[src/rtl/vga_mem_arbiter_if.sv]
// ---------------------------------------------------------------------------
// vga_mem_arbiter_if
// Wishbone classic host bus used by the VGA line/sprite memory arbiter.
//
// Signals (directions as seen by the arbiter):
//   wb_cyc_i, wb_stb_i, wb_we_i  host cycle, strobe, write enable
//   wb_sel_i  [3:0]              byte selects (writes only)
//   wb_addr_i [31:0]             byte address
//   wb_data_i [31:0]             host write data
//   wb_ack_o                     one-cycle acknowledge
//   wb_data_o [31:0]             registered read data
//
// Modports: master = host side, slave = arbiter side.
// ---------------------------------------------------------------------------
interface vga_mem_arbiter_if;
  logic        wb_cyc_i;
  logic        wb_stb_i;
  logic        wb_we_i;
  logic [3:0]  wb_sel_i;
  logic [31:0] wb_addr_i;
  logic [31:0] wb_data_i;
  logic        wb_ack_o;
  logic [31:0] wb_data_o;

  modport master (
    output wb_cyc_i, wb_stb_i, wb_we_i, wb_sel_i, wb_addr_i, wb_data_i,
    input  wb_ack_o, wb_data_o
  );

  modport slave (
    input  wb_cyc_i, wb_stb_i, wb_we_i, wb_sel_i, wb_addr_i, wb_data_i,
    output wb_ack_o, wb_data_o
  );
endinterface

[src/rtl/vga_mem_arbiter.sv]
// ---------------------------------------------------------------------------
// vga_mem_arbiter
// Shares one synchronous-read memory port between the display fetch engine
// and a Wishbone classic host. The display fetch always wins; the host
// access waits in a pending state until the port is free.
//
// Ports:
//   clk, reset_n           clock, asynchronous active-low reset
//   wb (slave modport)     Wishbone host bus (see vga_mem_arbiter_if)
//   fetch_req_i/addr_i     display fetch, one word per asserted cycle
//   fetch_valid_o/data_o   fetch result, valid two cycles after request
//   vblank_i               blanking indicator from the timing generator
//   mem_*                  memory port (enable, write, byte mask, address,
//                          write data, read data one cycle after a read)
//
// Build option: define VGA_BLANK_WRITE_EN to restrict host grants to the
// vertical blanking interval (vblank_i=1). Without it vblank_i is ignored.
// ---------------------------------------------------------------------------
module vga_mem_arbiter #(
  parameter int ADDR_W = 9
) (
  input  logic              clk,
  input  logic              reset_n,
  vga_mem_arbiter_if.slave  wb,
  input  logic              fetch_req_i,
  input  logic [ADDR_W-1:0] fetch_addr_i,
  output logic              fetch_valid_o,
  output logic [31:0]       fetch_data_o,
  input  logic              vblank_i,
  output logic              mem_en_o,
  output logic              mem_we_o,
  output logic [3:0]        mem_wmask_o,
  output logic [ADDR_W-1:0] mem_addr_o,
  output logic [31:0]       mem_wdata_o,
  input  logic [31:0]       mem_rdata_i
);

  typedef enum logic [1:0] {H_IDLE, H_PEND, H_READ, H_ACK} host_state_t;

  host_state_t       state_q;
  host_state_t       state_d;
  logic [ADDR_W-1:0] addr_q;
  logic              we_q;
  logic [3:0]        sel_q;
  logic [31:0]       data_q;
  logic              fetch_pend_q;
  logic              grant_ok;
  logic              accept;
  logic              host_issue;

  // The host may only take the port when the display side allows it; in the
  // blanking build that means during vertical blank only.
`ifdef VGA_BLANK_WRITE_EN
  assign grant_ok = vblank_i;
`else
  logic unused_vblank;
  assign unused_vblank = vblank_i;
  assign grant_ok      = 1'b1;
`endif

  // Only the word-address bits of the host byte address are meaningful.
  logic unused_addr_bits;
  assign unused_addr_bits = ^{wb.wb_addr_i[31:ADDR_W+2], wb.wb_addr_i[1:0]};

  assign accept     = (state_q == H_IDLE) && wb.wb_cyc_i && wb.wb_stb_i;
  assign host_issue = (state_q == H_PEND) && wb.wb_cyc_i && !fetch_req_i && grant_ok;

  // The acknowledge follows wb_cyc_i in H_ACK, so a host that has already
  // abandoned the cycle never sees a stray ack.
  assign wb.wb_ack_o = (state_q == H_ACK) && wb.wb_cyc_i;

  // Host FSM state register; reset drops any in-flight host access.
  always_ff @(posedge clk or negedge reset_n) begin
    if (!reset_n) begin
      state_q <= H_IDLE;
    end else begin
      state_q <= state_d;
    end
  end

  // Host FSM next state. A pending access is abandoned if the host drops
  // wb_cyc_i before it reaches memory; once issued it always completes.
  always_comb begin
    state_d = state_q;
    case (state_q)
      H_IDLE: if (accept) state_d = H_PEND;
      H_PEND: begin
        if (!wb.wb_cyc_i) begin
          state_d = H_IDLE;
        end else if (host_issue) begin
          state_d = we_q ? H_ACK : H_READ;
        end
      end
      H_READ:  state_d = H_ACK;
      H_ACK:   state_d = H_IDLE;
      default: state_d = H_IDLE;
    endcase
  end

  // Capture the host request when it is accepted so the bus may change
  // while the access waits for the memory port.
  always_ff @(posedge clk or negedge reset_n) begin
    if (!reset_n) begin
      addr_q <= '0;
      we_q   <= 1'b0;
      sel_q  <= 4'b0;
      data_q <= 32'b0;
    end else if (accept) begin
      addr_q <= wb.wb_addr_i[ADDR_W+1:2];
      we_q   <= wb.wb_we_i;
      sel_q  <= wb.wb_sel_i;
      data_q <= wb.wb_data_i;
    end
  end

  // Host read data arrives one cycle after issue, i.e. while in H_READ.
  always_ff @(posedge clk or negedge reset_n) begin
    if (!reset_n) begin
      wb.wb_data_o <= 32'b0;
    end else if (state_q == H_READ) begin
      wb.wb_data_o <= mem_rdata_i;
    end
  end

  // Display fetch pipeline: remember that a fetch was issued, then register
  // the memory read data the following cycle together with its strobe.
  always_ff @(posedge clk or negedge reset_n) begin
    if (!reset_n) begin
      fetch_pend_q  <= 1'b0;
      fetch_valid_o <= 1'b0;
      fetch_data_o  <= 32'b0;
    end else begin
      fetch_pend_q  <= fetch_req_i;
      fetch_valid_o <= fetch_pend_q;
      if (fetch_pend_q) begin
        fetch_data_o <= mem_rdata_i;
      end
    end
  end

  // Memory port mux. The fetch request is forwarded unconditionally (even
  // during reset); the host only drives the port when it holds the grant.
  always_comb begin
    mem_en_o    = 1'b0;
    mem_we_o    = 1'b0;
    mem_wmask_o = 4'b0;
    mem_addr_o  = fetch_addr_i;
    mem_wdata_o = data_q;
    if (fetch_req_i) begin
      mem_en_o   = 1'b1;
      mem_addr_o = fetch_addr_i;
    end else if (host_issue) begin
      mem_en_o    = 1'b1;
      mem_we_o    = we_q;
      mem_wmask_o = we_q ? sel_q : 4'b0;
      mem_addr_o  = addr_q;
    end
  end

endmodule

[src/flat_wrapper.sv]
// flat-port wrapper written by rule: the top's interface ports become plain ports
module vga_mem_arbiter_flat 
#(
  parameter int ADDR_W = 9
)
  (clk, reset_n, fetch_req_i, fetch_addr_i, fetch_valid_o, fetch_data_o, vblank_i, mem_en_o, mem_we_o, mem_wmask_o, mem_addr_o, mem_wdata_o, mem_rdata_i, wb_wb_cyc_i, wb_wb_stb_i, wb_wb_we_i, wb_wb_sel_i, wb_wb_addr_i, wb_wb_data_i, wb_wb_ack_o, wb_wb_data_o);
  vga_mem_arbiter_if wb_i ();
  input  logic clk;
  input  logic reset_n;
  input  logic fetch_req_i;
  input  logic [ADDR_W-1:0] fetch_addr_i;
  output logic fetch_valid_o;
  output logic [31:0] fetch_data_o;
  input  logic vblank_i;
  output logic mem_en_o;
  output logic mem_we_o;
  output logic [3:0] mem_wmask_o;
  output logic [ADDR_W-1:0] mem_addr_o;
  output logic [31:0] mem_wdata_o;
  input  logic [31:0] mem_rdata_i;
  input wire logic [$bits(wb_i.wb_cyc_i)-1:0] wb_wb_cyc_i;
  input wire logic [$bits(wb_i.wb_stb_i)-1:0] wb_wb_stb_i;
  input wire logic [$bits(wb_i.wb_we_i)-1:0] wb_wb_we_i;
  input wire logic [$bits(wb_i.wb_sel_i)-1:0] wb_wb_sel_i;
  input wire logic [$bits(wb_i.wb_addr_i)-1:0] wb_wb_addr_i;
  input wire logic [$bits(wb_i.wb_data_i)-1:0] wb_wb_data_i;
  output wire logic [$bits(wb_i.wb_ack_o)-1:0] wb_wb_ack_o;
  output wire logic [$bits(wb_i.wb_data_o)-1:0] wb_wb_data_o;
  assign wb_i.wb_cyc_i = wb_wb_cyc_i;
  assign wb_i.wb_stb_i = wb_wb_stb_i;
  assign wb_i.wb_we_i = wb_wb_we_i;
  assign wb_i.wb_sel_i = wb_wb_sel_i;
  assign wb_i.wb_addr_i = wb_wb_addr_i;
  assign wb_i.wb_data_i = wb_wb_data_i;
  assign wb_wb_ack_o = wb_i.wb_ack_o;
  assign wb_wb_data_o = wb_i.wb_data_o;
  vga_mem_arbiter #(.ADDR_W(ADDR_W)) u_core (.clk(clk), .reset_n(reset_n), .wb(wb_i), .fetch_req_i(fetch_req_i), .fetch_addr_i(fetch_addr_i), .fetch_valid_o(fetch_valid_o), .fetch_data_o(fetch_data_o), .vblank_i(vblank_i), .mem_en_o(mem_en_o), .mem_we_o(mem_we_o), .mem_wmask_o(mem_wmask_o), .mem_addr_o(mem_addr_o), .mem_wdata_o(mem_wdata_o), .mem_rdata_i(mem_rdata_i));
endmodule
[config.mk]
export PLATFORM = sky130hd
export DESIGN_NAME = vga_mem_arbiter_flat
export DESIGN_NICKNAME = d
export VERILOG_FILES = /design/src/rtl/vga_mem_arbiter_if.sv /design/src/rtl/vga_mem_arbiter.sv /design/src/flat_wrapper.sv
export SDC_FILE = /design/constraint.sdc
export NUM_CORES = 1
export LEC_CHECK = 0
export CORE_MARGIN = 2
export CORE_UTILIZATION = 40
export CTS_BUF_LIST = sky130_fd_sc_hd__clkbuf_4
export DETAILED_ROUTE_END_ITERATION = 10
export GPL_ROUTABILITY_DRIVEN = 0
export GPL_TIMING_DRIVEN = 0
export PLACE_DENSITY = 0.8
export SLEW_MARGIN = 20
export SYNTH_ARGS = -nofsm -noshare
export SYNTH_HDL_FRONTEND = slang
export SYNTH_SLANG_ARGS = --single-unit
[constraint.sdc]
create_clock -name clk -period 3 [get_ports clk]
set_input_delay 0.75 -clock clk [delete_from_list [all_inputs] [get_ports clk]]
set_output_delay 0.75 -clock clk [all_outputs]
set_load 0.01 [all_outputs]
# Word level (Yosys, flattened, before mapping)

Cells that the tools add are included.

Register bits: 114
Output and inout bits: 113
Logic and storage cells: 36

Equality and inequality tests: 5
Mux-type cells: 14
Reduce and logical (&&, ||, !) cells: 8

Operator list:

| cell                 | count |
|---|---|
| $mux W9              | 2 |
| $mux W4              | 3 |
| $pmux W2 S4          | 1 |
| $mux W2              | 3 |
| $logic_and A1 B1 Y1  | 5 |
| $mux W1              | 5 |
| $eq A2 B2 Y1 const B | 2 |
| $ne A3 B2 Y1 const B | 1 |
| $eq A2 B1 Y1 const B | 1 |
| $logic_not A2 Y1     | 1 |
| $ne A2 B1 Y1 const B | 1 |
| $reduce_and A2 Y1    | 1 |
| $logic_not A1 Y1     | 1 |

# Depth between registers and ports, before layout

Gate-level depths: netlist of run 1.

Word-level depth: 6
Mapped depth: 4

# Worst setup path before layout of run 1

No wires, ideal clock.

Kind: input to output
From: input port wb_wb_cyc_i
To: output port mem_addr_o[0]
Data arrival time: 1.571 ns
Slack: 0.679 ns
Stages: 3
Path buffers: 1
Cells stage by stage: nor4bb_1 > buf_2 > mux2_2

Longest elaborated chain between the ends: 4

Ends and longest elaborated chain:

| element                           | RTL line               | source |
|---|---|---|
| start: declaration                | flat_wrapper.sv:21     | `input wire logic [$bits(wb_i.wb_cyc_i)-1:0] wb_wb_cyc_i;` |
| $logic_and A1 B1 Y1 (2 in series) | vga_mem_arbiter.sv:66  | `assign host_issue = (state_q == H_PEND) && wb.wb_cyc_i && !fetch_req_i && grant_ok;` |
| $mux W9                           | vga_mem_arbiter.sv:152 | `end else if (host_issue) begin` |
| $mux W9                           | vga_mem_arbiter.sv:149 | `if (fetch_req_i) begin` |
| end: declaration                  | flat_wrapper.sv:18     | `output logic [ADDR_W-1:0] mem_addr_o;` |

No other way between the ends.

# Worst setup path in the final report of run 1

From: input port fetch_req_i
To: output port mem_addr_o[4]

Longest elaborated chain between the ends: 4

Ends and longest elaborated chain:

| element             | RTL line               | source |
|---|---|---|
| start: declaration  | flat_wrapper.sv:10     | `input logic fetch_req_i;` |
| $logic_not A1 Y1    | vga_mem_arbiter.sv:66  |  |
| $logic_and A1 B1 Y1 | vga_mem_arbiter.sv:66  |  |
| $mux W9             | vga_mem_arbiter.sv:152 |  |
| $mux W9 *           | vga_mem_arbiter.sv:149 |  |

Mark *: on every way between the ends. The rest lies on a longest branch, timed or not.

==> results of run 1 <==
worst paths after layout:
kind,depth (start not counted),slack (ns),end
worst max register to register,5,1.34,u_core.mem_wdata_o[3]$_DFFE_PN0P_
min in group clk,0,0.40,u_core.fetch_valid_o$_DFF_PN0_
worst max-delay path,6,0.1,mem_addr_o[4]
worst min-delay path,1,0.18,u_core.mem_wdata_o[2]$_DFFE_PN0P_
max in group asynchronous,2,2.17,u_core.fetch_data_o[11]$_DFFE_PN0P_
worst min register to register,0,0.40,u_core.fetch_valid_o$_DFF_PN0_
cells by family after synthesis:
logic type / Yosys count / synth area share
flip-flops: 114 / 0.626
multiplexers: 119 / 0.327
AO/OA/AOI/OAI: 3 / 0.00357
AND/OR/NAND/NOR: 13 / 0.0181
buffers and inverters: 18 / 0.0253
area by class of cell:
cell class / count / area (um^2)
well taps: 140 / 175
clock inverters: 13 / 191
clock buffers: 18 / 135
fillers: 837 / 3750
flip-flops and latches: 114 / 2850
diodes: 1 / 2.50
repair buffers: 217 / 2140
multi-input cells: 135 / 1610
inverters: 4 / 15.0
plain buffers: 14 / 103
critical path, stage by stage:
cell and delay, ns:
clkdlybuf4s15_2 0.25, nor4bb_4 0.32, buf_2 0.19, buf_4 0.10, mux2_2 0.31, clkdlybuf4s15_1 0.23
cell usage in the layout (no fill, tap or decap), types with 4 or more instances in the layout:
cell | Yosys | final
nor3_1 | 4 | 4
clkbuf_2 | 0 | 4
dfrtp_1 | 114 | 113
mux2_4 | 40 | 42
clkinv_2 | 0 | 6
clkdlybuf4s50_1 | 0 | 191
clkbuf_4 | 0 | 18
buf_4 | 0 | 12
mux2_2 | 77 | 75
inv_1 | 4 | 4
buf_6 | 5 | 8
bufinv_16 | 0 | 5
buf_2 | 8 | 8
report_power, final:
group          leakage [nW]  switching, W  internal (W)
logic                  1.62      0.000925       0.00182
registers              1.34      0.000333       0.00214
clock network         0.179      0.000568      0.000738
total                  3.14       0.00183       0.00469
metal layers:
layer  vias to the layer above  routed length (um)
met5                         -                   0
met4                         0                 231
met3                        21                 859
met2                       134                5530
met1                      1553                4290
li1                       1412                   -
registers in the layout (all words and copies together), names as in the netlist, named ones only:
signal	cells
u_core.state_q	1
u_core.addr_q	9
u_core.fetch_valid_o	1
u_core.wb.wb_data_o	32
u_core.mem_wdata_o	32
u_core.sel_q	4
u_core.fetch_data_o	32
u_core.fetch_pend_q	1
u_core.we_q	1
timing repair:
item / in CTS / in global routing
buffers inserted: 11 / 0
gates cloned: 1 / 0
hold endpoints to repair: 0 / 0
setup endpoints to repair: 15 / 8
gates resized for setup: 28 / 10
pin swaps: 1 / 0
metrics by stage:
stage	total power (W)	TNS [ns]	util	std cells
floorplan	0.00377	0	-	267
global placement	0.00512	-346.15	0.617	611
detailed placement	0.00521	-5.08	0.619	612
CTS	0.00659	0	0.658	655
global route	0.00686	0	0.658	656
finish	0.00652	0	0.658	656
==> results.tsv, run 1 <==
stage	metric	value	unit
power_and_ir_drop	Leakage Power	3.14	nW
layout	P&R area growth vs syn	58.6	%
synthesis	Syn. warnings	0	
global_route	met3 Use GR	0.0755	
routing	initial drt markers	107	
sta	Final WS setup	0.0968	ns
die	core area	11000	um^2
die	Die H	111	um
routing	residual DRC count	0	
global_route	met1 Use GR	0.207	
worst_setup_path	Setup crit start	fetch_req_i	
layout	share of cells above drive strength 1	0.355	
sta	Final Setup Violations	0	
routing	antenna viol nets, final	0	
synthesis	synthesized area	4560	um^2
synthesis	syn nets	383	
synthesis	Synth Instances	267	
synthesis	most common cell in the netlist	dfrtp_1	
cts	clock latency on the worst-skew pair	0.52	ns
worst_setup_path	Crit Path Max Fanout	6	
worst_setup_path	Worst Setup End Kind	output port	
sta	worst-margin pin slew	0.530	ns
die	num rows	38	
synthesis	Synth top cells by count	dfrtp_1 (114), mux2_2 (77), mux2_4 (40)	
layout	post-route cell area	7230	um^2
sta	final hold vios	0	
routing	via count	3120	
sta	fin crit share	0.968	
routing	via-per-instance ratio	4.76	
sta	max_slew headroom	0.647	
power_and_ir_drop	Worst VDD drop	0.000466	V
sta	min Tclk post-route	2.90	ns
layout	NumNets Final	619	
sta	Min Hold Slack	0.178	ns
sta	highest attainable clock frequency	344	MHz
synthesis	synth top area cells	dfrtp_1 (63%), mux2_2 (19%), mux2_4 (13%)	
synthesis	Avg Cell Area, Syn	17.1	um^2
min_path	Min-Delay Path Class	input pin to asynchronous set/reset pin	
cts	H-tree levels	4	
flow_run	maxcap violations	0	
global_route	global route hottest layer	met2	
routing	Pre-antenna DRT Iters	4	
global_route	vias in the first global route	3485	
place	post-DP HPWL	7940	um
die	Die Width	111	um
global_route	Global Route Usage Sum	0.186	
power_and_ir_drop	Power Dens Cells	902	nW/um^2
worst_setup_path	CP arrival	2.15	ns
global_route	GR Layer Usage met2	0.313	
die	num ports	229	
run_status	status	finished clean	
synthesis	Post-synth EDFFs	0	
worst_setup_path	CP Data Required Time	2.25	ns
worst_setup_path	Startpoint Class	input pin	
synthesis	Yosys reg bits	114	
routing	final wirelength	10900	um
sta	Pins Over Slew Limit	0	
cts	CTS clock-pin slew for the worst setup and hold paths	0.10	ns
routing	DR WL/cell	16.6	um
cts	CTS Sinks	114	
global_route	initial antenna violation count	1	
cts	CTS Buf Count	17	
cts	Clock Tree Buf Depth	2	
cts	Root Driver	clkbuf_4	
place	dpl ws	-0.505	ns
global_route	largest net degree at the start of global routing	59	
global_route	grt total ovfl	0	
synthesis	Post-synth ARST share	1.00	
place	number of port buffers	204	
place	dpl cell area	6800	um^2
sta	RSZ-0062 raised after global routing	no	
global_route	first-pass GRT wire length	17800	um
synthesis	Synth top area share	0.626	
cts	CTS Hold Bufs	0	
synthesis	Yosys top cell by area	dfrtp_1	
die	Die Area	12300	um^2
sta	Worst Skew	0.00915	ns
cts	TritonCTS clock tree	yes	
synthesis	post-synthesis sequential area ratio	0.626	
synthesis	top_reg_cell synth	dfrtp_1	
synthesis	Cell variety after synth	18	
worst_setup_path	WS Path Type	input pin to output port	
die	Initial Utilization	0.415	
Note: power is estimated with default switching activity, not from simulation.
==> inputs of run 2 (changes only) <==
==> constraint.sdc (replaced) <==
create_clock -name clk -period 2.88 [get_ports clk]
set_input_delay 0.72 -clock clk [delete_from_list [all_inputs] [get_ports clk]]
set_output_delay 0.72 -clock clk [all_outputs]
set_load 0.01 [all_outputs]
==> run 2 against run 1 <==
  * Hold slack worse by 0.024 ns
  * Count of clock-buffer cells in the layout stayed put
  * Routed wire length up 1.4%
  * Cell count unchanged
  * Clock power is 4% higher
  * Power is 4.6% higher
  * Critical endpoint is now mem_addr_o[0]
  * Largest cell class unchanged
==> results.tsv, run 2 (synthesis gave the netlist of run 1 again) <==
stage	metric	value	unit
run_status	status	finished clean	
min_path	Min-Delay Path Class	input pin to asynchronous set/reset pin	
worst_setup_path	CP cell instances	nor4bb_4 > buf_4 > buf_6 > buf_6 > mux2_4 > buf_6	
cts	clock latency on the worst-skew pair	0.51	ns
worst_setup_path	CP max stage delay	0.44	ns
place	dpl cell area	6800	um^2
die	core area	11000	um^2
sta	Min Hold Slack	0.154	ns
sta	highest attainable clock frequency	357	MHz
cts	CTS Buf Count	17	
global_route	grt total ovfl	0	
cts	Root Driver	clkbuf_4	
routing	via-per-instance ratio	4.78	
die	Die Width	111	um
sta	Final WS setup	0.0800	ns
place	dpl ws	-0.565	ns
global_route	largest net degree at the start of global routing	59	
cts	CTS clock-pin slew for the worst setup and hold paths	0.10	ns
worst_setup_path	Crit Path Max Fanout	3	
die	num rows	38	
sta	min Tclk post-route	2.80	ns
sta	final hold vios	0	
worst_setup_path	R2R Setup Slk	1.22	ns
die	Die H	111	um
power_and_ir_drop	Power Dens Cells	937	nW/um^2
global_route	initial antenna violation count	1	
routing	antenna viol nets, final	0	
cts	H-tree levels	4	
place	number of port buffers	204	
routing	DR WL/cell	16.9	um
cts	CTS Hold Bufs	0	
worst_setup_path	Buffers & Inverters on Critical Path	4	
worst_setup_path	CP most frequent cell	buf_6	
routing	via count	3135	
worst_setup_path	Worst Setup End Kind	output port	
global_route	first-pass GRT wire length	17900	um
sta	max_slew headroom	0.645	
die	Die Area	12300	um^2
layout	share of cells above drive strength 1	0.357	
worst_setup_path	critical path's slowest cell	dfrtp_2	
flow_run	maxcap violations	0	
routing	residual DRC count	0	
sta	RSZ-0062 raised after global routing	yes	
die	num ports	229	
worst_setup_path	WS Path Type	flop to output port	
routing	Pre-antenna DRT Iters	4	
worst_setup_path	Reg-to-Reg End	u_core.mem_wdata_o[3]$_DFFE_PN0P_	
worst_setup_path	r2r worst-path depth	5	
worst_setup_path	Worst path top cell family by delay	buffers and inverters	
layout	P&R area growth vs syn	59.6	%
layout	most frequent cells in the layout	clkdlybuf4s50_1 (188), dfrtp_1 (113), mux2_2 (72)	
power_and_ir_drop	Leakage Power	3.21	nW
cts	TritonCTS clock tree	yes	
cts	CTS Sinks	114	
sta	fin crit share	0.972	
sta	worst-margin pin slew	0.532	ns
layout	most common cell after layout, fill and taps aside	clkdlybuf4s50_1	
global_route	vias in the first global route	3468	
power_and_ir_drop	Worst VDD drop	0.000487	V
worst_setup_path	Startpoint Class	flop	
layout	NumNets Final	619	
routing	final wirelength	11100	um
power_and_ir_drop	overall power	0.00682	W
layout	post-route cell area	7270	um^2
routing	initial drt markers	109	
place	post-DP HPWL	7940	um
die	Initial Utilization	0.415	
worst_setup_path	CP arrival	2.08	ns
sta	Final Setup Violations	0	
worst_setup_path	CP Data Required Time	2.16	ns
cts	Clock Tree Buf Depth	2	
worst_setup_path	Crit path depth	6	
global_route	Global Route Usage Sum	0.187	
sta	Worst Skew	0.00944	ns
sta	Pins Over Slew Limit	0	
[run 2: report_power, final]
group / leakage [nW] / switching (W) / internal (W)
Combinational: 1.70 / 0.000970 / 0.00191
Sequential: 1.34 / 0.000349 / 0.00223
Clock: 0.179 / 0.000592 / 0.000769
Total: 3.21 / 0.00191 / 0.00491
[run 2: how the worst max path moves through the flow]
stage                start  slack [ns]                                  to
6_report              flop        0.08                       mem_addr_o[0]
5_1_grt               flop       -0.02                       mem_addr_o[1]
4_1_cts               flop       -0.06                       mem_addr_o[5]
3_5_place_dp   fetch_req_i       -0.57                       mem_addr_o[5]
3_3_place_gp       reset_n       -3.09  u_core.fetch_data_o[5]$_DFFE_PN0P_
2_1_floorplan  wb_wb_cyc_i        0.62                       mem_addr_o[0]
[run 2: layout make-up]
cell class | instances | area, um^2
tap | 140 | 175
multi-input combinational | 135 | 1620
clock inverter | 13 | 191
buffer | 14 | 103
sequential | 114 | 2850
timing repair buffer | 217 | 2180
fill | 827 | 3710
antenna | 1 | 2.50
clock buffer | 18 | 135
inverter | 4 | 15.0
[run 2: layer usage]
metal  GRT usage  vias to the layer above  share of wire
li1            -                     1413              -
met1       0.209                     1569           0.40
met2       0.316                      130           0.51
met3      0.0749                       23          0.078
met4      0.0842                        0          0.021
met5           0                        -              0
[run 2: timing repair]
item / CTS / global route
setup buffers: 11 / 0
hold endpoints to repair: 0 / 0
resized for setup: 47 / 14
endpoints found under the setup margin: 15 / 13
pin swaps: 1 / 1
gates cloned: 1 / 0
[run 2: per-stage QoR]
step | std cells | setup TNS (ns) | utilization
floorplan | 267 | 0 | -
global placement | 611 | -357.31 | 0.617
detailed placement | 612 | -5.98 | 0.619
CTS | 655 | -0.162 | 0.660
global route | 656 | -0.0486 | 0.662
finish | 656 | 0 | 0.662
==> inputs of run 3 (changes only) <==
--- a/config.mk
+++ b/config.mk
@@ -5,6 +5,7 @@
 export SDC_FILE = /design/constraint.sdc
 export NUM_CORES = 1
 export LEC_CHECK = 0
+export CAP_MARGIN = 30
 export CORE_MARGIN = 2
 export CORE_UTILIZATION = 40
 export CTS_BUF_LIST = sky130_fd_sc_hd__clkbuf_4
@@ -12,7 +13,6 @@
 export GPL_ROUTABILITY_DRIVEN = 0
 export GPL_TIMING_DRIVEN = 0
 export PLACE_DENSITY = 0.8
-export SLEW_MARGIN = 20
 export SYNTH_ARGS = -nofsm -noshare
 export SYNTH_HDL_FRONTEND = slang
 export SYNTH_SLANG_ARGS = --single-unit
==> run 3 against run 2 <==
  * Clock power about the same
  * Sequential power about the same
  * First-iteration DRC count increased by 13%
  * Cell count decreased by 0.46%
  * Global-route usage increased by 0.071 points
  * Clock skew increased by 0.0030 ns
  * Largest power group unchanged
  * Sequential cell count unchanged
  * Via count decreased by 0.45%
  * Sequential share of layout area increased by 0.33 points
  * Hold slack improved by 0.095 ns
  * Routed wire length decreased by 1.1%
==> results.tsv, run 3 (synthesis gave the netlist of run 1 again) <==
stage	metric	value	unit
place	placed insts	612	
layout	share of cells above drive strength 1	0.361	
die	Die H	111	um
layout	fill cell total of the finished layout	867	
layout	NumNets Final	617	
die	num ports	229	
layout	# diodes	0	
place	dpl cell area	6800	um^2
routing	antenna viol nets, final	0	
layout	most frequent cells in the layout	clkdlybuf4s50_1 (186), dfrtp_1 (113), mux2_2 (75)	
power_and_ir_drop	sw frac	0.279	
power_and_ir_drop	Leakage Power	3.15	nW
power_and_ir_drop	Power Dens Cells	939	nW/um^2
sta	Pins Over Slew Limit	0	
layout	P&R area growth vs syn	58.3	%
layout	register area	2850	um^2
routing	initial drt markers	123	
global_route	first-pass GRT wire length	18000	um
flow_run	maxcap violations	0	
power_and_ir_drop	Sequential Power Share	0.379	
routing	residual DRC count	0	
sta	final hold vios	0	
layout	most common cell after layout, fill and taps aside	clkdlybuf4s50_1	
layout	post-route cell area	7210	um^2
routing	Pre-antenna DRT Iters	4	
cts	H-tree levels	4	
sta	worst-margin pin slew	0.734	ns
cts	CTS Sinks	114	
global_route	initial antenna violation count	0	
routing	DR WL/cell	16.8	um
cts	CTS Buf Count	17	
routing	via count	3121	
worst_setup_path	Crit Path Max Fanout	6	
worst_setup_path	CP cell instances	clkdlybuf4s15_2 > nor4bb_4 > buf_6 > mux2_2 > dlygate4sd2_1	
worst_setup_path	R2R Setup Slk	1.23	ns
global_route	largest net degree at the start of global routing	60	
worst_setup_path	Buffers & Inverters on Critical Path	3	
worst_setup_path	Setup crit start	fetch_req_i	
sta	setup_tns	0	ns
power_and_ir_drop	Clock power frac	0.199	
worst_setup_path	CP arrival	2.07	ns
place	post-DP HPWL	7960	um
cts	Root Driver	clkbuf_4	
run_status	status	finished clean	
worst_setup_path	Startpoint Class	input pin	
worst_setup_path	critical path's slowest cell	nor4bb_4	
sta	max_slew headroom	0.511	
sta	highest attainable clock frequency	359	MHz
cts	CTS clock-pin slew for the worst setup and hold paths	0.09	ns
die	core area	11000	um^2
global_route	Global Route Usage Sum	0.188	
cts	clock latency on the worst-skew pair	0.51	ns
cts	TritonCTS clock tree	yes	
worst_setup_path	Crit path depth	5	
routing	via-per-instance ratio	4.78	
min_path	Min-Delay Path Class	input pin to asynchronous set/reset pin	
place	number of port buffers	204	
cts	Clock Tree Buf Depth	2	
layout	Multi-input gate area	1620	um^2
worst_setup_path	Worst Setup End Kind	output port	
sta	Final Setup Violations	0	
power_and_ir_drop	Worst VDD drop	0.000545	V
sta	fin crit share	0.968	
layout	final core occ	0.657	
die	Die Area	12300	um^2
power_and_ir_drop	Sw Pwr	0.00189	W
die	Initial Utilization	0.415	
die	num rows	38	
power_and_ir_drop	overall power	0.00678	W
worst_setup_path	Worst path top cell family by delay	buffers and inverters	
global_route	grt total ovfl	0	
sta	Worst Skew	0.0125	ns
worst_setup_path	r2r worst-path depth	5	
sta	RSZ-0062 raised after global routing	no	
routing	final wirelength	10900	um
sta	min Tclk post-route	2.79	ns
power_and_ir_drop	P_int	0.00489	W
worst_setup_path	CP Data Required Time	2.16	ns
worst_setup_path	CP max stage delay	0.34	ns
layout	final std cells w/o fill	653	
global_route	vias in the first global route	3530	
die	Die Width	111	um
worst_setup_path	WS Path Type	input pin to output port	
power_and_ir_drop	combinational share of power	0.422	
==> run 3: cell count changes in the layout (fill, tap and decap cells not counted), moves of 3 or more <==
| cell | before | now |
|---|---|---|
| dlygate4sd2_1 | 2 | 7 |
| mux2_4 | 45 | 42 |
| buf_6 | 16 | 9 |
| buf_4 | 7 | 11 |
| mux2_2 | 72 | 75 |
| dlymetal6s2s_1 | 4 | 1 |
==> run 3: metrics by stage <==
stage	hold slack [ns]	worst slack, ns
3_3_place_gp	0.394	-3.09
4_1_cts	0.236	0.00172
6_report	0.249	0.0935
2_1_floorplan	0.352	0.619
5_1_grt	0.264	0.0400
3_5_place_dp	0.377	-0.566
==> run 3: final cells by class <==
class	count	share of cell area
Buffer	14	0.0147
Clock buffer	18	0.0187
Clock inverter	13	0.0265
Inverter	4	0.00208
Multi-Input combinational cell	135	0.225
Sequential cell	114	0.396
Tap cell	140	0.0243
Timing Repair Buffer	215	0.293
==> run 3: power groups by stage <==
stage,Sequential (W),Combinational (W),Clock [W]
after CTS,0.00257,0.00291,0.00139
after global routing,0.00266,0.00303,0.00148
after floorplan,0.00279,0.00113,0
after global placement,0.00257,0.00277,0
after detailed placement,0.00260,0.00283,0
final,0.00257,0.00286,0.00135
==> run 3: layer usage <==
metal / GRT usage / wire length, um / vias up
met5: 0 / 0 / -
met4: 0.0833 / 226 / 0
met3: 0.0760 / 818 / 22
met2: 0.312 / 5500 / 134
met1: 0.214 / 4390 / 1556
li1: - / - / 1409
==> run 3: path summary, 6_finish.rpt <==
path,to
setup / recovery,mem_addr_o[4]
setup reg to reg,u_core.mem_wdata_o[3]$_DFFE_PN0P_
hold reg to reg,u_core.fetch_valid_o$_DFF_PN0_
max in group asynchronous,u_core.fetch_data_o[6]$_DFFE_PN0P_
hold / removal,u_core.mem_wdata_o[10]$_DFFE_PN0P_
min in group clk,u_core.fetch_valid_o$_DFF_PN0_
==> run 3: timing repair <==
item                                    in CTS  in global routing
gates resized for setup                     48                  7
pin swaps                                    1                  1
setup buffers                               10                  0
endpoints found under the setup margin      15                  9
gates cloned                                 1                  0
hold buffers                                 0                  0
